**src/rtl/sync_fifo_prog.sv**
```systemverilog
// Single-clock FIFO with programmable almost-full/almost-empty thresholds,
// occupancy count, sticky overflow/underflow flags and optional first-word-fall-through.
module sync_fifo_prog #(
  parameter int WIDTH = 8,
  parameter int DEPTH = 64,
  parameter int ADDR  = 6,
  parameter int FWFT  = 0
) (
  input  logic             clka,
  input  logic             rsta,
  input  logic             ena,
  input  logic             wra,
  input  logic [WIDTH-1:0] dina,
  input  logic             enb,
  output logic [WIDTH-1:0] doutb,
  output logic             valid_b,
  input  logic [ADDR:0]    af_thresh,
  input  logic [ADDR:0]    ae_thresh,
  output logic [ADDR:0]    count,
  output logic             full,
  output logic             almost_full,
  output logic             empty,
  output logic             almost_empty,
  output logic             overflow,
  output logic             underflow,
  input  logic             clr_err
);

  localparam logic [ADDR:0] DEPTH_C = (ADDR+1)'(DEPTH);

  logic [WIDTH-1:0] mem_r [DEPTH];
  logic [ADDR-1:0]  wp_r;
  logic [ADDR-1:0]  rp_r;
  logic [ADDR:0]    count_r;
  logic [ADDR:0]    count_nxt_s;
  logic             ovf_r;
  logic             unf_r;
  logic             ovf_nxt_s;
  logic             unf_nxt_s;
  logic             wr_req_s;
  logic             wr_acc_s;
  logic             rd_acc_s;
  logic             full_s;
  logic             empty_s;

  // Status flags decoded from the registered count; thresholds are used live.
  always_comb begin
    full_s       = (count_r == DEPTH_C);
    empty_s      = (count_r == {(ADDR+1){1'b0}});
    almost_full  = (count_r >= af_thresh);
    almost_empty = (count_r <= ae_thresh);
  end

  assign full      = full_s;
  assign empty     = empty_s;
  assign count     = count_r;
  assign overflow  = ovf_r;
  assign underflow = unf_r;

  // Acceptance from start-of-cycle flags: a read never makes room for a same-cycle write.
  always_comb begin
    wr_req_s = ena & wra;
    wr_acc_s = wr_req_s & ~full_s;
    rd_acc_s = enb & ~empty_s;
    case ({wr_acc_s, rd_acc_s})
      2'b10:   count_nxt_s = count_r + {{ADDR{1'b0}}, 1'b1};
      2'b01:   count_nxt_s = count_r - {{ADDR{1'b0}}, 1'b1};
      default: count_nxt_s = count_r;
    endcase
  end

  // Sticky error flags: a new error event takes priority over clr_err.
  always_comb begin
    ovf_nxt_s = ovf_r;
    unf_nxt_s = unf_r;
    if (wr_req_s && !wr_acc_s) begin
      ovf_nxt_s = 1'b1;
    end else if (clr_err) begin
      ovf_nxt_s = 1'b0;
    end else begin
      ovf_nxt_s = ovf_r;
    end
    if (enb && !rd_acc_s) begin
      unf_nxt_s = 1'b1;
    end else if (clr_err) begin
      unf_nxt_s = 1'b0;
    end else begin
      unf_nxt_s = unf_r;
    end
  end

  // Pointers, occupancy and error state.
  always_ff @(posedge clka) begin
    if (!rsta) begin
      wp_r    <= {ADDR{1'b0}};
      rp_r    <= {ADDR{1'b0}};
      count_r <= {(ADDR+1){1'b0}};
      ovf_r   <= 1'b0;
      unf_r   <= 1'b0;
    end else begin
      if (wr_acc_s) wp_r <= wp_r + {{(ADDR-1){1'b0}}, 1'b1};
      if (rd_acc_s) rp_r <= rp_r + {{(ADDR-1){1'b0}}, 1'b1};
      count_r <= count_nxt_s;
      ovf_r   <= ovf_nxt_s;
      unf_r   <= unf_nxt_s;
    end
  end

  // Storage array; contents survive reset, only the pointers are cleared.
  always_ff @(posedge clka) begin
    if (rsta && wr_acc_s) begin
      mem_r[wp_r] <= dina;
    end
  end

  generate
    if (FWFT != 0) begin : g_fwft
      // Head of queue is always presented; enb pops it.
      assign doutb   = mem_r[rp_r];
      assign valid_b = ~empty_s;
    end else begin : g_std
      logic [WIDTH-1:0] dout_r;
      logic             valid_r;

      // Registered read port: data and a one-cycle valid pulse per accepted read.
      always_ff @(posedge clka) begin
        if (!rsta) begin
          dout_r  <= {WIDTH{1'b0}};
          valid_r <= 1'b0;
        end else begin
          valid_r <= rd_acc_s;
          if (rd_acc_s) dout_r <= mem_r[rp_r];
        end
      end

      assign doutb   = dout_r;
      assign valid_b = valid_r;
    end
  endgenerate

endmodule

```
**config.mk**
```make
export PLATFORM = sky130hd
export DESIGN_NAME = sync_fifo_prog
export DESIGN_NICKNAME = d
export VERILOG_FILES = /design/src/rtl/sync_fifo_prog.sv
export SDC_FILE = /design/constraint.sdc
export NUM_CORES = 1
export LEC_CHECK = 0
export ABC_AREA = 1
export BUFFER_PORTS_ARGS = -buffer_cell sky130_fd_sc_hd__buf_2
export CAP_MARGIN = 0
export CORE_MARGIN = 2
export CORE_UTILIZATION = 47
export CTS_BUF_LIST = sky130_fd_sc_hd__clkbuf_8
export CTS_CLUSTER_SIZE = 20
export DETAILED_ROUTE_END_ITERATION = 16
export HOLD_SLACK_MARGIN = 0.12
export PLACE_DENSITY_LB_ADDON = 0.25
export SLEW_MARGIN = 10
export SYNTH_ARGS = -nofsm -noshare
export SYNTH_HDL_FRONTEND = slang
export SYNTH_SLANG_ARGS = --single-unit
```
**constraint.sdc**
```tcl
create_clock -name clka -period 3.15 [get_ports clka]
set_input_delay 0.1575 -clock clka [delete_from_list [all_inputs] [get_ports clka]]
set_output_delay 0.1575 -clock clka [all_outputs]
set_load 0.01 [all_outputs]
```
# ---- Word-level counts from Yosys, hierarchy flattened
# Memory sizes are Yosys's and may differ from the RTL's. A register that Yosys moved wholly into a read port is not among the register bits.
# Cells that the tools add are included.
dict set report totals {
  reg_bits 22
  mem_bits_rw 512
  in_bits 28
  wordCells 37
  n_memories 1
}
dict set report op_classes {
  n_addsub 4
  magnitude_cmp 2
  eq_ne 3
  muxes 6
  n_bitwise 5
  n_reduce_logical 10
}
# memory words width read_ports rd_ports_with_merged_regs wr line_no
set mem_list {}
lappend mem_list {mem_r 64 8 1 1 1 31} ;# logic [WIDTH-1:0] mem_r [DEPTH];
# op n
set op_table {}
lappend op_table {{7-bit one-hot mux with 2 select lines} 1}
lappend op_table {{6-bit by 1-bit adder with 6-bit output, second input constant} 2}
lappend op_table {{7-bit by 1-bit adder with 7-bit output, second input constant} 1}
lappend op_table {{7-bit equality test, second input constant} 1}
lappend op_table {{7-bit greater-or-equal comparator} 1}
lappend op_table {{7-bit <= comparator} 1}
lappend op_table {{7-bit logical NOT} 1}
lappend op_table {{7-bit by 1-bit subtractor with 7-bit output, second input constant} 1}
lappend op_table {{2-bit nonzero test} 3}
lappend op_table {{1-bit two-way mux} 5}
lappend op_table {{1-bit bitwise AND} 3}
lappend op_table {{1-bit logical AND} 3}
lappend op_table {{1-bit logical NOT} 3}
lappend op_table {{2-bit by 1-bit equality test with 1-bit output, second input constant} 1}
lappend op_table {{2-bit equality test, second input constant} 1}
lappend op_table {{1-bit NOT} 2}

# ---- Logic depth before layout (Yosys ltp)
dict set report depth {
  word_depth 6
  mapped_depth 16
}

# ---- Worst setup path after synthesis
# OpenSTA, ideal clock, no wires.
dict set report synth_timing {
  path_type {flip-flop to flip-flop}
  startpoint {register count_r[1] (netlist: count[1])}
  endpoint {register count_r[5] (netlist: count[5])}
  setup_ns 0.109
  arrival_ns 2.404
  path_slack_ns 0.637
  stages_incl_launch_ff 17
  n_path_buf 1
  synth_period_minus_slack_ns 2.513
  path_cell_list {dfxtp_1 -> nor2_1 -> nand3_2 -> nor3_2 -> nor2_1 -> buf_2 -> ha_1 -> ha_1 -> nand3_1 -> nand3_1 -> nand2_1 -> nand2_1 -> nand2_1 -> a21oi_1 -> nand3b_1 -> nand2_1 -> inv_1}
}
dict set report synth_via {
  elab_chain_cells 5
}
# item line_no
set synth_lines {}
lappend synth_lines {{from (decl)} 34} ;# logic [ADDR:0] count_r;
lappend synth_lines {{from (signal assigned)} 97} ;# count_r <= {(ADDR+1){1'b0}};
lappend synth_lines {{from (signal assigned)} 103} ;# count_r <= count_nxt_s;
lappend synth_lines {{7-bit logical NOT *} 49} ;# empty_s = (count_r == {(ADDR+1){1'b0}});
lappend synth_lines {{net empty} 22} ;# output logic empty,
lappend synth_lines {{1-bit NOT *} 64} ;# rd_acc_s = enb & ~empty_s;
lappend synth_lines {{1-bit bitwise AND *} 64}
lappend synth_lines {{net rd_acc_s} 42} ;# logic rd_acc_s;
lappend synth_lines {{2-bit by 1-bit equality test with 1-bit output / 2-bit equality test (equally long branches)} 65} ;# case ({wr_acc_s, rd_acc_s})
lappend synth_lines {{7-bit one-hot mux with 2 select lines / 2-bit nonzero test (equally long branches)} -}
# The timed path passes the listed nets; every way through them passes the cells marked *.
# A chain may end at the register's enable or synchronous reset.

# ---- Worst setup path after layout
dict set report layout_timing {
  startpoint {input port wra}
  endpoint {memory mem_r[30][6] (enable)}
}
dict set report layout_via {
  elab_chain_cells 5
}
# item line_no
set layout_lines {}
lappend layout_lines {{from (decl)} 12} ;# input logic wra,
lappend layout_lines {{1-bit bitwise AND} 62} ;# wr_req_s = ena & wra;
lappend layout_lines {{1-bit bitwise AND} 63} ;# wr_acc_s = wr_req_s & ~full_s;
lappend layout_lines {{1-bit logical AND} 111} ;# if (rsta && wr_acc_s) begin
lappend layout_lines {{1-bit two-way mux} 111}
lappend layout_lines {{1-bit two-way mux (not written as such)} 112} ;# mem_r[wp_r] <= dina;
lappend layout_lines {{to (decl)} 31}
# Every way passes these cells.

==> flow_metrics.env <==
export IMPL_fin_setup_tns_ns=0
export IMPL_cts_buffers=88
export IMPL_gp_congestion=0.8426
export IMPL_grt_antenna_before_repair=4
export IMPL_finalCriticalPeriod_ns=2.812
export IMPL_skew_ns=0.01752
export IMPL_clockBufferDepth=3
export IMPL_endpoint_kind="register"
export IMPL_required_ns=3.42
export IMPL_cp_max_fo=8
export IMPL_grt_pass1_vias=15930
export IMPL_hold_ws_ns=0.1641
export IMPL_yosysWarnings=0
export IMPL_drive_gt1_share_pct=10.50
export IMPL_die_width_um=228.3
export IMPL_drc=0
export IMPL_hold_violations=0
export IMPL_tightest_slew_ns=1.214
export IMPL_clk_latency_ns=0.66
export IMPL_dieArea_mm2=0.05211
export IMPL_final_util_pct=52.96
export IMPL_status="finished clean"
export IMPL_cts_tree="built"
export IMPL_grt_max_degree=181
export IMPL_grt_use_met3_pct=5.438
export IMPL_vias=16430
export IMPL_setup_viol=0
export IMPL_synth_async_reset_ratio_pct=0
export IMPL_grt_busiest_layer="met2"
export IMPL_core_area_mm2=0.04986
export IMPL_path_clk_slew_ns=0.06
export IMPL_hpwl_um=35520
export IMPL_synth_edff_count=512
export IMPL_diodes=0
export IMPL_post_cts_buffers=0
export IMPL_grt_pass1_wl_um=91380
export IMPL_die_h_um=228.3
export IMPL_syn_area_per_cell_um2=10.51
export IMPL_fin_nets=2426
export IMPL_power_density_mw_per_mm2=662.7
export IMPL_synthXorXnorAreaFrac_pct=0.1111
export IMPL_max_vdd_ir_drop_v=0.0003850
export IMPL_start_util_pct=47.42
export IMPL_syn_to_final_growth_pct=11.68
export IMPL_cts_sinks=542
export IMPL_syn_instance_count=2250
export IMPL_start_kind="input port"
export IMPL_synthMuxAreaShare_pct=0
export IMPL_critPathKind="in2reg"
export IMPL_clock_fmax_mhz=355.6
export IMPL_synth_nets=2301
export IMPL_grt_usage_pct=22.89
export IMPL_met1_usage_pct=31.77
export IMPL_nFillCells=4390
export IMPL_synth_flop_cell="edfxtp_1"
export IMPL_drt_wl_total_um=59460
export IMPL_synth_compound_area_share_pct=2.413
export IMPL_synth_yosys_seq_area_share_pct=67.57
export IMPL_synth_adder_area_share_pct=1.249
export IMPL_ant_nets=0
export IMPL_yosys_area_share_simple_pct=22.09
export IMPL_synth_top_family_by_area="simple AND/OR/NAND/NOR gates"
export IMPL_row_count=82
export IMPL_grt_overflow=0
export IMPL_syn_area_mm2=0.02364
export IMPL_ios=50
export IMPL_drv_slew=0
export IMPL_viasPerCell=5.281
export IMPL_hold_class="in2reg"
export IMPL_drtPass1Iterations=6
export IMPL_drt_iter0_markers=1684
export IMPL_htreeDepth=3
export IMPL_wl_per_cell_um=19.11
export IMPL_slew_headroom_pct=19.08
export IMPL_cts_root_buffer="clkbuf_8"
export IMPL_grt_setup_unrepaired="no"
export IMPL_cap_violations=0
export IMPL_grtUsageMet2_pct=35.41
export IMPL_leakage_uw=0.01068
export IMPL_synth_cell_type_count=34
export IMPL_period_share_pct=89.28
export IMPL_crit_arrival_ns=3.09
export IMPL_port_buffers=49
export IMPL_cts_resized=0
export IMPL_ys_ff_latch=542
power breakdown:
part	leakage (µW)	switching, µW	total [µW]	internal (µW)
Clock	0.000923	2660	5460	2800
Combinational	0.00491	2730	3910	1180
Sequential	0.00485	140	8130	7990
Total	0.0107	5530	17500	12000
cell usage after synthesis (2+ instances only):
master / n / share of area, %
ha_1: 22 / 1.2
nand2_1: 680 / 11
nand3_1: 299 / 6.3
buf_4: 9 / 0.29
buf_6: 29 / 1.4
nand3_2: 2 / 0.085
nor3_2: 3 / 0.13
nand4_1: 4 / 0.11
inv_2: 3 / 0.048
buf_2: 46 / 0.97
and3_1: 8 / 0.21
clkinv_1: 4 / 0.063
inv_1: 212 / 3.4
nand4_4: 6 / 0.54
buf_1: 6 / 0.095
dfxtp_1: 30 / 2.5
clkbuf_1: 19 / 0.30
nor2_1: 234 / 3.7
xor2_1: 2 / 0.074
a21oi_1: 49 / 1.0
edfxtp_1: 512 / 65
o21ai_0: 59 / 1.2
stage by stage:
step           worst slack (ns)  instance area, µm²  instances  total power [µW]
2_1_floorplan            0.6370               23640       2250             11050
3_3_place_gp             0.5127               24760       2948             12080
3_5_place_dp             0.4440               24760       2948             12150
4_1_cts                  0.4008               26410       3111             17590
5_1_grt                  0.1024               26410       3111             18370
6_report                 0.3378               26410       3111             17500
logic make-up after synthesis:
| logic type | count (synthesis) |
|---|---|
| buffers and inverters | 330 |
| AO/OA/AOI/OAI | 112 |
| AND/OR/NAND/NOR | 1240 |
| XOR/XNOR | 3 |
| flip-flops | 542 |
| adder cells (fa/ha/maj) | 23 |
layer usage:
layer  vias to the layer above  part of all wire (%)
met4                         2                   3.2
met5                         -                 0.019
met1                      7934                    43
met3                       127                   8.3
li1                       7751                     -
met2                       615                    45
critical path, cell delays in order:
cell           delay, ns
dlygate4sd3_1       0.53
buf_2               0.11
nand2_1             0.04
dlygate4sd3_1       0.59
nor2_4              0.20
inv_2               0.12
nor2_8              0.24
nand3_2             0.40
nor2_1              0.68
cell type report:
cell class	instances	area (µm²)	area share, %
Timing Repair Buffer	145	1076	4.075
Inverter	220	832.0	3.151
Clock inverter	60	261.5	0.9903
Tap cell	672	840.8	3.184
Clock buffer	94	1294	4.900
Sequential cell	542	15980	60.53
Multi-Input combinational cell	1378	6118	23.17
sequential cells by signal (all words and copies together) (netlist names):
| signal | flops |
|---|---|
| count | 7 |
| doutb | 8 |
| wp_r | 6 |
| underflow | 1 |
| overflow | 1 |
| rp_r | 6 |
| mem_r | 512 |
| valid_b | 1 |
final timing paths:
path	cells after the start	startpoint	slack, ns	to
min	1	dina[2]	0.16	mem_r[40][2]$_DFFE_PP_
min reg2reg	2	wp_r[3]$_SDFFE_PN0P_	0.56	wp_r[4]$_SDFFE_PN0P_
max reg2reg	15	count[6]$_SDFFE_PN0P_	0.43	count[5]$_SDFFE_PN0P_
max	9	wra	0.34	mem_r[30][6]$_DFFE_PP_
cells in the final DEF (no fill, tap or decap), types with 2 or more instances in the layout:
cell and instances:
nand2_1 680, edfxtp_1 512, nand3_1 299, inv_1 248, nor2_1 233, clkbuf_8 94
buf_4 80, o21ai_0 59, a21oi_1 49, buf_2 49, dfxtp_1 28, clkinv_1 22
ha_1 22, dlygate4sd3_1 9, and3_1 8, buf_12 7, nand4_4 6, nand4_1 4
nor3_2 3, inv_2 3, clkinv_2 3, nand3_2 2, xor2_1 2, clkinvlp_4 2
dfxtp_4 2
what timing repair did:
action	CTS	global route
endpoints found under the hold margin	39	0
setup endpoints to repair	0	0
hold buffers	9	0
No activity file was read; power rests on OpenSTA's default activity.
